## config.mk

```make
export PLATFORM = sky130hd
export DESIGN_NAME = coax_rx_buffer
export DESIGN_NICKNAME = d
export VERILOG_FILES = /design/src/rtl/coax_rx_buffer_pkg.sv /design/src/rtl/coax_rx_buffer_fifo_sync.sv /design/src/rtl/coax_rx_buffer.sv
export SDC_FILE = /design/constraint.sdc
export NUM_CORES = 1
export LEC_CHECK = 0
export ABC_AREA = 1
export BUFFER_PORTS_ARGS = -buffer_cell sky130_fd_sc_hd__buf_2
export CORE_MARGIN = 3
export CORE_UTILIZATION = 60
export DETAILED_ROUTE_END_ITERATION = 8
export GPL_ROUTABILITY_DRIVEN = 0
export PLACE_DENSITY = 0.84
export REMOVE_ABC_BUFFERS = 1
export SKIP_CTS_REPAIR_TIMING = 1
export SLEW_MARGIN = 20
export SYNTH_ARGS = -nofsm -noshare
export SYNTH_HDL_FRONTEND = slang
export SYNTH_SLANG_ARGS = --single-unit
```

## constraint.sdc

```tcl
create_clock -name clk -period 4.06 [get_ports clk]
set_input_delay 0.812 -clock clk [delete_from_list [all_inputs] [get_ports clk]]
set_output_delay 0.812 -clock clk [all_outputs]
set_load 0.01 [all_outputs]
```

## src/rtl/coax_rx_buffer_pkg.sv

```systemverilog
// coax_rx_buffer shared definitions: entry layout, FSM encodings,
// and the entry packing helper.
package coax_rx_buffer_pkg;

   localparam int ENTRY_W   = 16;
   localparam int ERR_BIT   = 15;
   localparam int START_BIT = 14;
   localparam int CODE_MSB  = 13;
   localparam int CODE_LSB  = 10;
   localparam int DATA_MSB  = 9;
   localparam int DATA_LSB  = 0;

   localparam logic [1:0] ST_IDLE    = 2'd0;
   localparam logic [1:0] ST_RECEIVE = 2'd1;
   localparam logic [1:0] ST_DISCARD = 2'd2;

   function automatic logic [ENTRY_W-1:0] mk_entry(
      input logic       err,
      input logic       start,
      input logic [3:0] code,
      input logic [9:0] data
   );
      logic [ENTRY_W-1:0] e;
      e = '0;
      e[ERR_BIT]             = err;
      e[START_BIT]           = start;
      e[CODE_MSB:CODE_LSB]   = code;
      e[DATA_MSB:DATA_LSB]   = data;
      return e;
   endfunction

endpackage

```

## src/rtl/coax_rx_buffer_fifo_sync.sv

```systemverilog
// Synchronous FIFO with registered read data, occupancy counter
// and registered empty/full flags.
module coax_rx_buffer_fifo_sync #(
   parameter int WIDTH      = 16,
   parameter int DEPTH      = 16,
   parameter int DEPTH_BITS = 4
) (
   input  logic                  clk,
   input  logic                  reset_n,
   input  logic                  clear,
   input  logic                  wr_en,
   input  logic [WIDTH-1:0]      wr_data,
   input  logic                  rd_en,
   output logic [WIDTH-1:0]      rd_data,
   output logic                  empty,
   output logic                  full,
   output logic [DEPTH_BITS:0]   count
);

   localparam logic [DEPTH_BITS:0] FULL_CNT = (DEPTH_BITS+1)'(DEPTH);

   logic [WIDTH-1:0]      mem [DEPTH];
   logic [DEPTH_BITS-1:0] wr_ptr;
   logic [DEPTH_BITS-1:0] rd_ptr;
   logic                  rd_ok;
   logic                  wr_ok;
   logic [DEPTH_BITS:0]   count_d;

   // A full FIFO still accepts a write when the same edge pops an entry
   assign rd_ok = rd_en && !empty && !clear;
   assign wr_ok = wr_en && (!full || rd_ok) && !clear;

   always_comb begin
      count_d = count;
      if (wr_ok && !rd_ok) begin
         count_d = count + 1'b1;
      end else if (!wr_ok && rd_ok) begin
         count_d = count - 1'b1;
      end
   end

   always_ff @(posedge clk) begin
      if (wr_ok) begin
         mem[wr_ptr] <= wr_data;
      end
   end

   always_ff @(posedge clk or negedge reset_n) begin
      if (!reset_n) begin
         wr_ptr  <= '0;
         rd_ptr  <= '0;
         rd_data <= '0;
         count   <= '0;
         empty   <= 1'b1;
         full    <= 1'b0;
      end else if (clear) begin
         wr_ptr  <= '0;
         rd_ptr  <= '0;
         count   <= '0;
         empty   <= 1'b1;
         full    <= 1'b0;
      end else begin
         if (wr_ok) begin
            wr_ptr <= wr_ptr + 1'b1;
         end
         if (rd_ok) begin
            rd_ptr  <= rd_ptr + 1'b1;
            rd_data <= mem[rd_ptr];
         end
         count <= count_d;
         empty <= (count_d == '0);
         full  <= (count_d == FULL_CNT);
      end
   end

endmodule

```

## src/rtl/coax_rx_buffer.sv

```systemverilog
// Frame tagger and error capture in front of the receive FIFO,
// with sticky overflow status for the host read port.
module coax_rx_buffer
   import coax_rx_buffer_pkg::*;
#(
   parameter int DEPTH      = 16,
   parameter int DEPTH_BITS = 4
) (
   input  logic                clk,
   input  logic                reset_n,
   input  logic                rx_active,
   input  logic [9:0]          rx_data,
   input  logic                rx_data_valid,
   input  logic [3:0]          rx_error,
   input  logic                rx_error_valid,
   input  logic                rd_en,
   output logic [15:0]         rd_data,
   output logic                empty,
   output logic                full,
   output logic [DEPTH_BITS:0] count,
   output logic                overflow,
   input  logic                clear
);

   logic [1:0]         state_q;
   logic [1:0]         state_d;
   logic               start_q;
   logic               start_d;
   logic               act_q;
   logic               rise;
   logic               wr_req;
   logic [ENTRY_W-1:0] entry;
   logic               drop;

   assign rise = rx_active && !act_q;
   assign drop = wr_req && full && !rd_en && !clear;

   always_comb begin
      state_d = state_q;
      start_d = start_q;
      wr_req  = 1'b0;
      entry   = '0;
      unique case (state_q)
         ST_IDLE: begin
            if (rx_error_valid) begin
               wr_req = 1'b1;
               entry  = mk_entry(1'b1, 1'b0, rx_error, 10'd0);
            end else if (rx_data_valid) begin
               wr_req = 1'b1;
               entry  = mk_entry(1'b0, 1'b0, 4'd0, rx_data);
            end
            if (rise) begin
               state_d = ST_RECEIVE;
               start_d = 1'b1;
            end
         end
         ST_RECEIVE: begin
            if (rx_error_valid) begin
               wr_req  = 1'b1;
               entry   = mk_entry(1'b1, start_q, rx_error, 10'd0);
               state_d = ST_DISCARD;
            end else if (rx_data_valid) begin
               wr_req  = 1'b1;
               entry   = mk_entry(1'b0, start_q, 4'd0, rx_data);
               start_d = 1'b0;
            end
            if (drop) begin
               state_d = ST_DISCARD;
            end
            if (!rx_active) begin
               state_d = ST_IDLE;
            end
         end
         ST_DISCARD: begin
            if (!rx_active) begin
               state_d = ST_IDLE;
            end
         end
         default: begin
            state_d = ST_IDLE;
         end
      endcase
   end

   // act_q resets high so a frame still running at reset release
   // is not mistaken for a new frame start
   always_ff @(posedge clk or negedge reset_n) begin
      if (!reset_n) begin
         state_q  <= ST_IDLE;
         start_q  <= 1'b0;
         act_q    <= 1'b1;
         overflow <= 1'b0;
      end else begin
         act_q <= rx_active;
         if (clear) begin
            state_q  <= ST_IDLE;
            start_q  <= 1'b0;
            overflow <= 1'b0;
         end else begin
            state_q  <= state_d;
            start_q  <= start_d;
            overflow <= overflow | drop;
         end
      end
   end

   coax_rx_buffer_fifo_sync #(
      .WIDTH      (ENTRY_W),
      .DEPTH      (DEPTH),
      .DEPTH_BITS (DEPTH_BITS)
   ) u_fifo (
      .clk     (clk),
      .reset_n (reset_n),
      .clear   (clear),
      .wr_en   (wr_req),
      .wr_data (entry),
      .rd_en   (rd_en),
      .rd_data (rd_data),
      .empty   (empty),
      .full    (full),
      .count   (count)
   );

endmodule
```

# Word level (Yosys, flattened, before mapping)
# Memory sizes are Yosys's and may differ from the RTL's. A register that Yosys moved wholly into a read port is not among the register bits.
# Index checks and enable logic that the tools add are counted.
op_classes:
  addsub: 4
  n_eq_ne: 8
  n_mux: 32
  n_bitwise: 2
  reduce_logical: 28
ops:
  columns: ["cell", "n"]
  rows:
  - ["$mux W16", 2]
  - ["$pmux W16 S2", 1]
  - ["$mux W4", 4]
  - ["$mux W15", 1]
  - ["$mux W5", 3]
  - ["$mux W1", 12]
  - ["$mux W2", 6]
  - ["$ne A3 B3 Y1 const B", 4]
  - ["$logic_and A1 B1 Y1", 10]
  - ["$mux W10", 1]
  - ["$add A4 B1 Y4 const B", 2]
  - ["$logic_not A1 Y1", 8]
  - ["$pmux W2 S3", 1]
  - ["$add A5 B1 Y5 const B", 1]
  - ["$eq A5 B5 Y1 const B", 1]
  - ["$logic_not A5 Y1", 1]
  - ["$ne A5 B5 Y1 const B", 1]
  - ["$sub A5 B1 Y5 const B", 1]
  - ["$reduce_and A4 Y1", 1]
  - ["$reduce_bool A2 Y1", 2]
  - ["$reduce_and A3 Y1", 1]
  - ["$reduce_bool A3 Y1", 1]
  - ["$eq A2 B1 Y1 const B", 1]
  - ["$eq A2 B2 Y1 const B", 1]
  - ["7 further kinds", 7]
totals:
  regBits: 20
  mem_bits_rw: 256
  input_bits: 21
  output_inout_bits: 24
  word_cells: 84
  n_memories: 1
memory_table:
  columns: ["name", "words", "width", "rd", "rd_clocked_by_memory_dff", "write_ports", "line_no", "rtl"]
  rows:
  - ["u_fifo.mem", 16, 16, 1, 1, 1, "coax_rx_buffer_fifo_sync.sv:22", "logic [WIDTH-1:0] mem [DEPTH];"]

# Logic depth before layout (Yosys ltp)
# Gate-level depths: netlist (run 1).
depth:
  depth_word: 12
  mapped_depth: 12
  depth_no_buf: 11

# By module
# A second synthesis (run 1) with hierarchy kept.
hier_totals:
  hier_cells: 1031
  area_unflattened_um2: 12074.1
by_module_without_submodules:
  columns: ["module", "instances", "cells_each", "area_each_um2", "seq_area_each_um2"]
  rows:
  - ["coax_rx_buffer_fifo_sync", 1, 954, 11656.2, 8464.4]
  - ["coax_rx_buffer", 1, 77, 417.9, 126.4]

# Worst setup path after synthesis (run 1)
# OpenSTA, ideal clock, no wires.
synth_path:
  path_kind: "input -> register"
  start: "input clear"
  end: "memory u_fifo.mem[10][0] (enable)"
  setup_time_ns: 0.409
  t_arrival_ns: 2.591
  t_required_ns: 3.651
  path_slack_ns: 1.060
  stages: 7
  path_cell_list: "inv_2 -> nand3_4 -> nand2_2 -> nand2_1 -> nor2_1 -> inv_1 -> nor3_1"
synth_between:
  elab_chain_cells: 7
synth_lines:
  columns: ["element", "line_no", "rtl"]
  rows:
  - ["from (decl)", "coax_rx_buffer.sv:22", "input logic clear"]
  - ["$logic_not A1 Y1 (*)", "coax_rx_buffer_fifo_sync.sv:30, coax_rx_buffer_fifo_sync.sv:31", null]
  - ["$logic_and A1 B1 Y1", "coax_rx_buffer_fifo_sync.sv:30", "assign rd_ok = rd_en && !empty && !clear;"]
  - ["$logic_or A1 B1 Y1", "coax_rx_buffer_fifo_sync.sv:31", "assign wr_ok = wr_en && (!full || rd_ok) && !clear;"]
  - ["$logic_and A1 B1 Y1", "coax_rx_buffer_fifo_sync.sv:31", null]
  - ["$logic_and A1 B1 Y1 (*)", "coax_rx_buffer_fifo_sync.sv:31", null]
  - ["$mux W1 (*)", "coax_rx_buffer_fifo_sync.sv:43", "if (wr_ok) begin"]
  - ["$mux W1 (not written as such) (*)", "coax_rx_buffer_fifo_sync.sv:44", "mem[wr_ptr] <= wr_data;"]
  - ["to (decl)", "coax_rx_buffer_fifo_sync.sv:22", null]
# Mark *: on every way between the ends. The rest lies on a longest branch, timed or not.

==> results of run 1 <==
-- area by class of cell --
| class | instances | share of cell area, % |
|---|---|---|
| multi-input cells | 639 | 22.5 |
| flip-flops and latches | 292 | 62.3 |
| inverters | 46 | 1.25 |
| well taps | 265 | 2.40 |
| repair buffers | 79 | 3.68 |
| clock inverters | 16 | 2.09 |
| clock buffers | 38 | 5.86 |
-- path summary, 6_finish.rpt --
| kind | start | endpoint | slack [ns] | cells past startpoint |
|---|---|---|---|---|
| setup / recovery | u_fifo.rd_ptr[1] | u_fifo.rd_data[10] | 1.34 | 8 |
| hold / removal | rx_active | act_q | 0.41 | 1 |
| setup reg to reg | u_fifo.rd_ptr[1] | u_fifo.rd_data[10] | 1.34 | 8 |
| hold reg to reg | u_fifo.rd_data[6] | u_fifo.rd_data[6] | 0.47 | 2 |
| max in group asynchronous | reset_n | u_fifo.rd_ptr[0] | 2.90 | 1 |
| min in group asynchronous | reset_n | u_fifo.rd_data[12] | 0.43 | 1 |
-- layer usage --
layer | wire (um) | vias to the layer above | global-route usage, %
met5 | 0 | - | 0
met4 | 1070 | 0 | 11.3
met3 | 2610 | 83 | 3.53
met2 | 14100 | 479 | 42.6
met1 | 10900 | 4011 | 35.5
li1 | - | 3712 | -
-- state kept, by name (all words and copies together), names as in the netlist --
register,cells
act_q,1
overflow,1
start_q,1
state_q,2
u_fifo.count,5
u_fifo.empty,1
u_fifo.full,1
u_fifo.mem,256
u_fifo.rd_data,16
u_fifo.rd_ptr,4
u_fifo.wr_ptr,4
-- cell usage after synthesis, types with 3 or more instances --
library cell	count
nand3_1	17
dfrtp_1	34
edfxtp_1	256
buf_1	3
nor3_1	16
mux2i_1	16
nand2_2	3
buf_4	8
a21oi_1	58
o21ai_1	5
inv_2	4
o21ai_0	101
clkbuf_1	24
buf_2	13
nand2_1	231
ha_1	7
nor2_2	3
clkbuf_2	3
o22ai_1	32
xor2_1	4
nor2_1	125
a21boi_0	16
inv_1	41
-- power by group through the flow --
stage	Clock, W	Sequential [W]	Combinational (W)
after floorplan	0	0.00376	0.000818
after global placement	0	0.00365	0.00135
after detailed placement	0	0.00366	0.00142
after CTS	0.00305	0.00360	0.00145
after global routing	0.00317	0.00362	0.00161
final	0.00302	0.00360	0.00146
-- per-stage QoR --
stage	hold slack, ns	std cells
floorplan	0.442	977
global placement	0.459	1321
detailed placement	0.460	1321
CTS	0.392	1375
global route	0.397	1375
finish	0.409	1375
-- critical path, delay by kind of cell (launching register included) --
kind,cells,cell delay [ns]
simple gates,4,1.01
buf+inv,2,0.85
compound gates,2,0.43
flops,1,0.38
-- kinds of logic after synthesis --
group,after synthesis,share of synthesized area (%)
AO/OA/AOI/OAI,212,9.49
XOR/XNOR,4,0.291
adder cells (fa/ha/maj),7,0.728
buffers and inverters,97,3.44
flip-flops,292,71.5
multiplexers,16,1.33
AND/OR/NAND/NOR,400,13.3
==> results.md, run 1 <==
* CTS root buf: clkbuf_16
* DRT iter0 DRCs at 944
* Final Power at 0.00808 W
* Area grow syn2layout at 14.8%
* H-tree depth at 1
* Synthesized area per cell at 11.7 um2
* Synth top area cells: edfxtp_1, nand2_1, dfrtp_1, o21ai_0, nor2_1
* Post-synthesis register bit count at 292
* Antenna Nets Post-Route at 0
* Cell Pwr Density at 585 mW/mm2
* Pleak at 5.28 nW
* Worst stage delay on the critical path at 0.71 ns
* Crit-path max FO at 33
* Clk Latency, worst-skew pair at 0.55 ns
* Sw frac at 27.8%
* Drt pass-1 iters at 5
* Worst path required time at 4.55 ns
* Commonest non-fill, non-tap cell in the layout: edfxtp_1
* Clk_skew at 0.0207 ns
* Register clock-pin slew on the reported worst setup and hold paths at 0.06 ns
* Die width at 148 um
* Fin crit period at 2.72 ns
* Core area at 0.0196 mm2
* Fin. Hold Viols at 0
* Crit-path cells: inv_2 -> nand2_1 -> buf_4 -> o21ai_0 -> nor2_1 -> a21oi_1 -> nand2_1 -> nand2_1
* Congestion Overflow GR at 0
* Post-synthesis sequential area ratio at 71.5%
* FP Rows at 51
* Max-Cap Viols at 0
* Crit path DAT at 3.21 ns
* Fin crit share at 67.1%
* Slowest cell on crit path: nand2_1
* Diodes inserted at 0
* FF/Latch Area at 0.00859 mm2
* Placed Area at 0.0127 mm2
* Filler Cells Inserted at 1297
* Worst setup EP type: flip-flop
* Synth top area share at 63.9%
* Startpoint types: flip-flop
* Int Power at 0.00584 W
* Overall Global Routing Usage at 26.0%
* Post-DP HPWL at 16600 um
* Final worst slack at 1.34 ns
* Worst vdd ir at 0.472 mV
* Cells after synthesis at 1028
* Synth Warn # at 0
* Finish-stage setup viols at 0
* Outcome: finished, final reports clean
* Setup WS pre-CTS at 0.978 ns
* FFs w/ async S/R, synth at 12.3%
* Port-buffer cells at 44
* CTS tree: done
* Routed wire length at 28600 um
* Vias per Instance at 6.03
* Switching power at 0.00225 W
* Die Ht at 148 um
* Number of global-route vias before repair at 8106
* FMAX at 0.367 GHz
* CTS buffer count at 29
* Commonest non-fill, non-tap cells in the layout: edfxtp_1, nand2_1, nor2_1
* Clk buf depth at 3
* Most used cell, CP: nand2_1
* Initial antenna violation count at 0
* Sequential Power Share at 44.5%
* Post-synth EDFFs at 256
* First-pass GRT wire length at 43800 um
* Post-synth top area cell: edfxtp_1
* Final cell utilization of the core at 70.5%
* Clock sink total at 292
* Nets at 1115
* Footprint of the multi-input gates at 0.00310 mm2
* Worst Tran Pin Value at 1.09 ns
* Clk pwr share at 37.4%
* Count of unique library cells instantiated by Yosys at 28
* Layout cell share with drive strength beyond 1 at 14.8%
* Design area at 0.0138 mm2
* Initial Util at 61.4%
* I/O Pins at 45
* DRC at 0
* Max Slew Vio Count at 0
* Pin count of the biggest net entering global routing at 67
* Unrepaired setup endpoints after global routing: false
* Max-slew headroom at 26.9%
* Ys flop type: edfxtp_1
* Comb pwr share at 18.1%
* Setup TNS Final at 0 ns
* Routed WL per cell at 20.8 um
* CP Class: flip-flop to flip-flop
* Cell Area, Synth at 0.0120 mm2
* Vias at 8285
* Worst min-delay path class: input pin to flip-flop
* Total Die Area at 0.0218 mm2
No activity file was read; power rests on OpenSTA's default activity.
==> inputs of run 2 (changes only) <==
--- a/config.mk
+++ b/config.mk
@@ -5,7 +5,7 @@
 export SDC_FILE = /design/constraint.sdc
 export NUM_CORES = 1
 export LEC_CHECK = 0
-export ABC_AREA = 1
+export ABC_AREA = 0
 export BUFFER_PORTS_ARGS = -buffer_cell sky130_fd_sc_hd__buf_2
 export CORE_MARGIN = 3
 export CORE_UTILIZATION = 60
==> constraint.sdc (replaced) <==
create_clock -name clk -period 2.85 [get_ports clk]
set_input_delay 0.57 -clock clk [delete_from_list [all_inputs] [get_ports clk]]
set_output_delay 0.57 -clock clk [all_outputs]
set_load 0.01 [all_outputs]
==> run 2 against run 1 <==
Sequential share of layout area grew 1.9 points. Synthesized cell count down 39%. Highest routed layer unchanged. Critical endpoint is now u_fifo.rd_data[9]. First-iteration DRC count decreased by 35%. Area after synthesis is 3.2% lower. Global-route usage decreased by 3.0 points. Critical path type unchanged. Worst hold slack got worse by 0.32 ns. Setup slack worse by 0.68 ns.
==> results.md, run 2 <==
* Finish-stage setup viols at 0
* Reg-to-reg startpoint: u_fifo.rd_ptr[0]
* Largest Register: u_fifo.mem
* Post-synthesis sequential area ratio at 73.8%
* Outcome: finished, final reports clean
* Total Die Area at 0.0211 mm2
* Area grow syn2layout at 15.2%
* Cell Pwr Density at 720 mW/mm2
* Setup WS pre-CTS at 0.421 ns
* Most frequent cell after synthesis: edfxtp_1
* Count of unique library cells instantiated by Yosys at 40
* Number of global-route vias before repair at 6528
* Filler Cells Inserted at 1116
* Die Ht at 145 um
* Clk_skew at 0.0237 ns
* R2R depth at 6
* Startpoint types: flip-flop
* Diodes inserted at 0
* Synth top area cells: edfxtp_1, mux4_2, dfrtp_1, mux2_2, mux2i_1
* Antenna Nets Post-Route at 0
* Drt pass-1 iters at 5
* Nets at 735
* Vias at 6091
* Max Slew Vio Count at 0
* CTS buffer count at 28
* CTS tree: done
* Cell Area, Synth at 0.0116 mm2
* Die width at 145 um
* Layout cell share with drive strength beyond 1 at 30.7%
* Unrepaired setup endpoints after global routing: false
* Worst setup EP type: flip-flop
* Max-slew headroom at 43.9%
* First-pass GRT wire length at 37400 um
* Worst vdd ir at 0.563 mV
* Fin crit share at 77.1%
* Worst Tran Pin Value at 0.842 ns
* Post-synthesis register bit count at 292
* Fin. Hold Viols at 0
* Routed WL per cell at 23.8 um
* Setup TNS Final at 0 ns
* RR Endpoint: u_fifo.rd_data[9]
* Clk Latency, worst-skew pair at 0.55 ns
* Post-Layout Cell Count at 989
* Routed wire length at 23600 um
* Port-buffer cells at 44
* Register clock-pin slew on the reported worst setup and hold paths at 0.06 ns
* Max-Cap Viols at 0
* Fin crit period at 2.20 ns
* Congestion Overflow GR at 0
* Overall Global Routing Usage at 23.0%
* Pin count of the biggest net entering global routing at 34
* Ys flop type: edfxtp_1
* CTS root buf: clkbuf_16
* Core area at 0.0189 mm2
* Placed cell count at 937
* Initial Util at 61.6%
* CP Class: flip-flop to flip-flop
* Hold_ws at 0.0911 ns
* Synth top area share at 66.1%
* H-tree depth at 1
* FMAX at 0.455 GHz
* I/O Pins at 45
* Worst path required time at 3.25 ns
* Biggest regs: u_fifo.mem: 256 flops, u_fifo.rd_data: 16 flops, u_fifo.count: 5 flops
* Final worst slack at 0.653 ns
* FFs w/ async S/R, synth at 12.3%
* Post-synth top area cell: edfxtp_1
* Commonest non-fill, non-tap cells in the layout: edfxtp_1, mux4_2, buf_2
* Pleak at 4.58 nW
* Worst min-delay path class: input pin to asynchronous set/reset pin
* Crit-path max FO at 16
* Clock sink total at 292
* Worst R2R Setup Slack at 0.65 ns
* Vias per Instance at 6.16
* FP Rows at 50
* Max reg flops at 256
* Top cells by count, synth: edfxtp_1, mux4_2, nand2_1
* DRC at 0
* Synthesized area per cell at 18.7 um2
* Post-synth EDFFs at 256
* Cells after synthesis at 622
* DRT iter0 DRCs at 610
* Synth Warn # at 0
* Initial antenna violation count at 0
* Commonest non-fill, non-tap cell in the layout: edfxtp_1
* Post-DP HPWL at 14800 um
* Clk buf depth at 3
* Crit path DAT at 2.60 ns
run 2: worst max-delay path by stage:
stage                     start            endpoint  slack, ns  cells after the start
2_1_floorplan  u_fifo.rd_ptr[0]   u_fifo.rd_data[0]      -1.03                      4
3_3_place_gp              clear   u_fifo.mem[7][15]       0.49                      6
3_5_place_dp              clear   u_fifo.mem[11][8]       0.42                      6
4_1_cts        u_fifo.rd_ptr[0]   u_fifo.rd_data[9]       0.61                      6
5_1_grt        u_fifo.rd_ptr[0]  u_fifo.rd_data[15]       0.48                      5
6_report       u_fifo.rd_ptr[0]   u_fifo.rd_data[9]       0.65                      6
run 2: where the power goes:
group	leakage (nW)	total, W	switching [W]	internal (W)
clock network	0.461	0.00370	0.00151	0.00219
registers	2.83	0.00497	0.000144	0.00483
logic	1.30	0.000976	0.000525	0.000451
run 2: layout make-up:
| type | instances | area [um2] | share of cell area, % |
|---|---|---|---|
| clock inverter | 9 | 129 | 0.961 |
| tap | 260 | 325 | 2.43 |
| timing repair buffer | 88 | 601 | 4.48 |
| inverter | 7 | 26.3 | 0.196 |
| sequential | 292 | 8600 | 64.1 |
| multi-input combinational | 290 | 2900 | 21.6 |
| clock buffer | 43 | 827 | 6.17 |
run 2: critical path, stage by stage, from the launching register on:
cell and delay [ns]:
dfrtp_4 0.64, buf_4 0.31, mux4_2 0.53, mux2i_1 0.23
nand2_1 0.08, o21ai_0 0.15, o21ai_0 0.13
run 2: cells by family after synthesis:
family                   after synthesis  synth area share, %
flip-flops                           292                 73.8
AND/OR/NAND/NOR                      125                 5.35
multiplexers                          97                 15.4
AO/OA/AOI/OAI                         52                 2.59
buffers and inverters                 40                 1.40
XOR/XNOR                               9                0.677
adder cells (fa/ha/maj)                7                0.753
run 2: through the flow:
step	instance area, um2	total power [W]	utilization, %
5_1_grt	13400	0.0100	71.0
2_1_floorplan	11500	0.00564	-
4_1_cts	13400	0.00974	71.0
3_3_place_gp	12500	0.00598	65.9
3_5_place_dp	12500	0.00604	65.9
6_report	13400	0.00965	71.0
run 2: routing by layer:
| layer | vias to the layer above | part of all wire, % | track usage (%) |
|---|---|---|---|
| met2 | 261 | 54 | 40.7 |
| met5 | - | 0 | 0 |
| met1 | 3159 | 39 | 30.3 |
| li1 | 2625 | - | - |
| met3 | 46 | 5.4 | 3.09 |
| met4 | 0 | 2.2 | 7.03 |
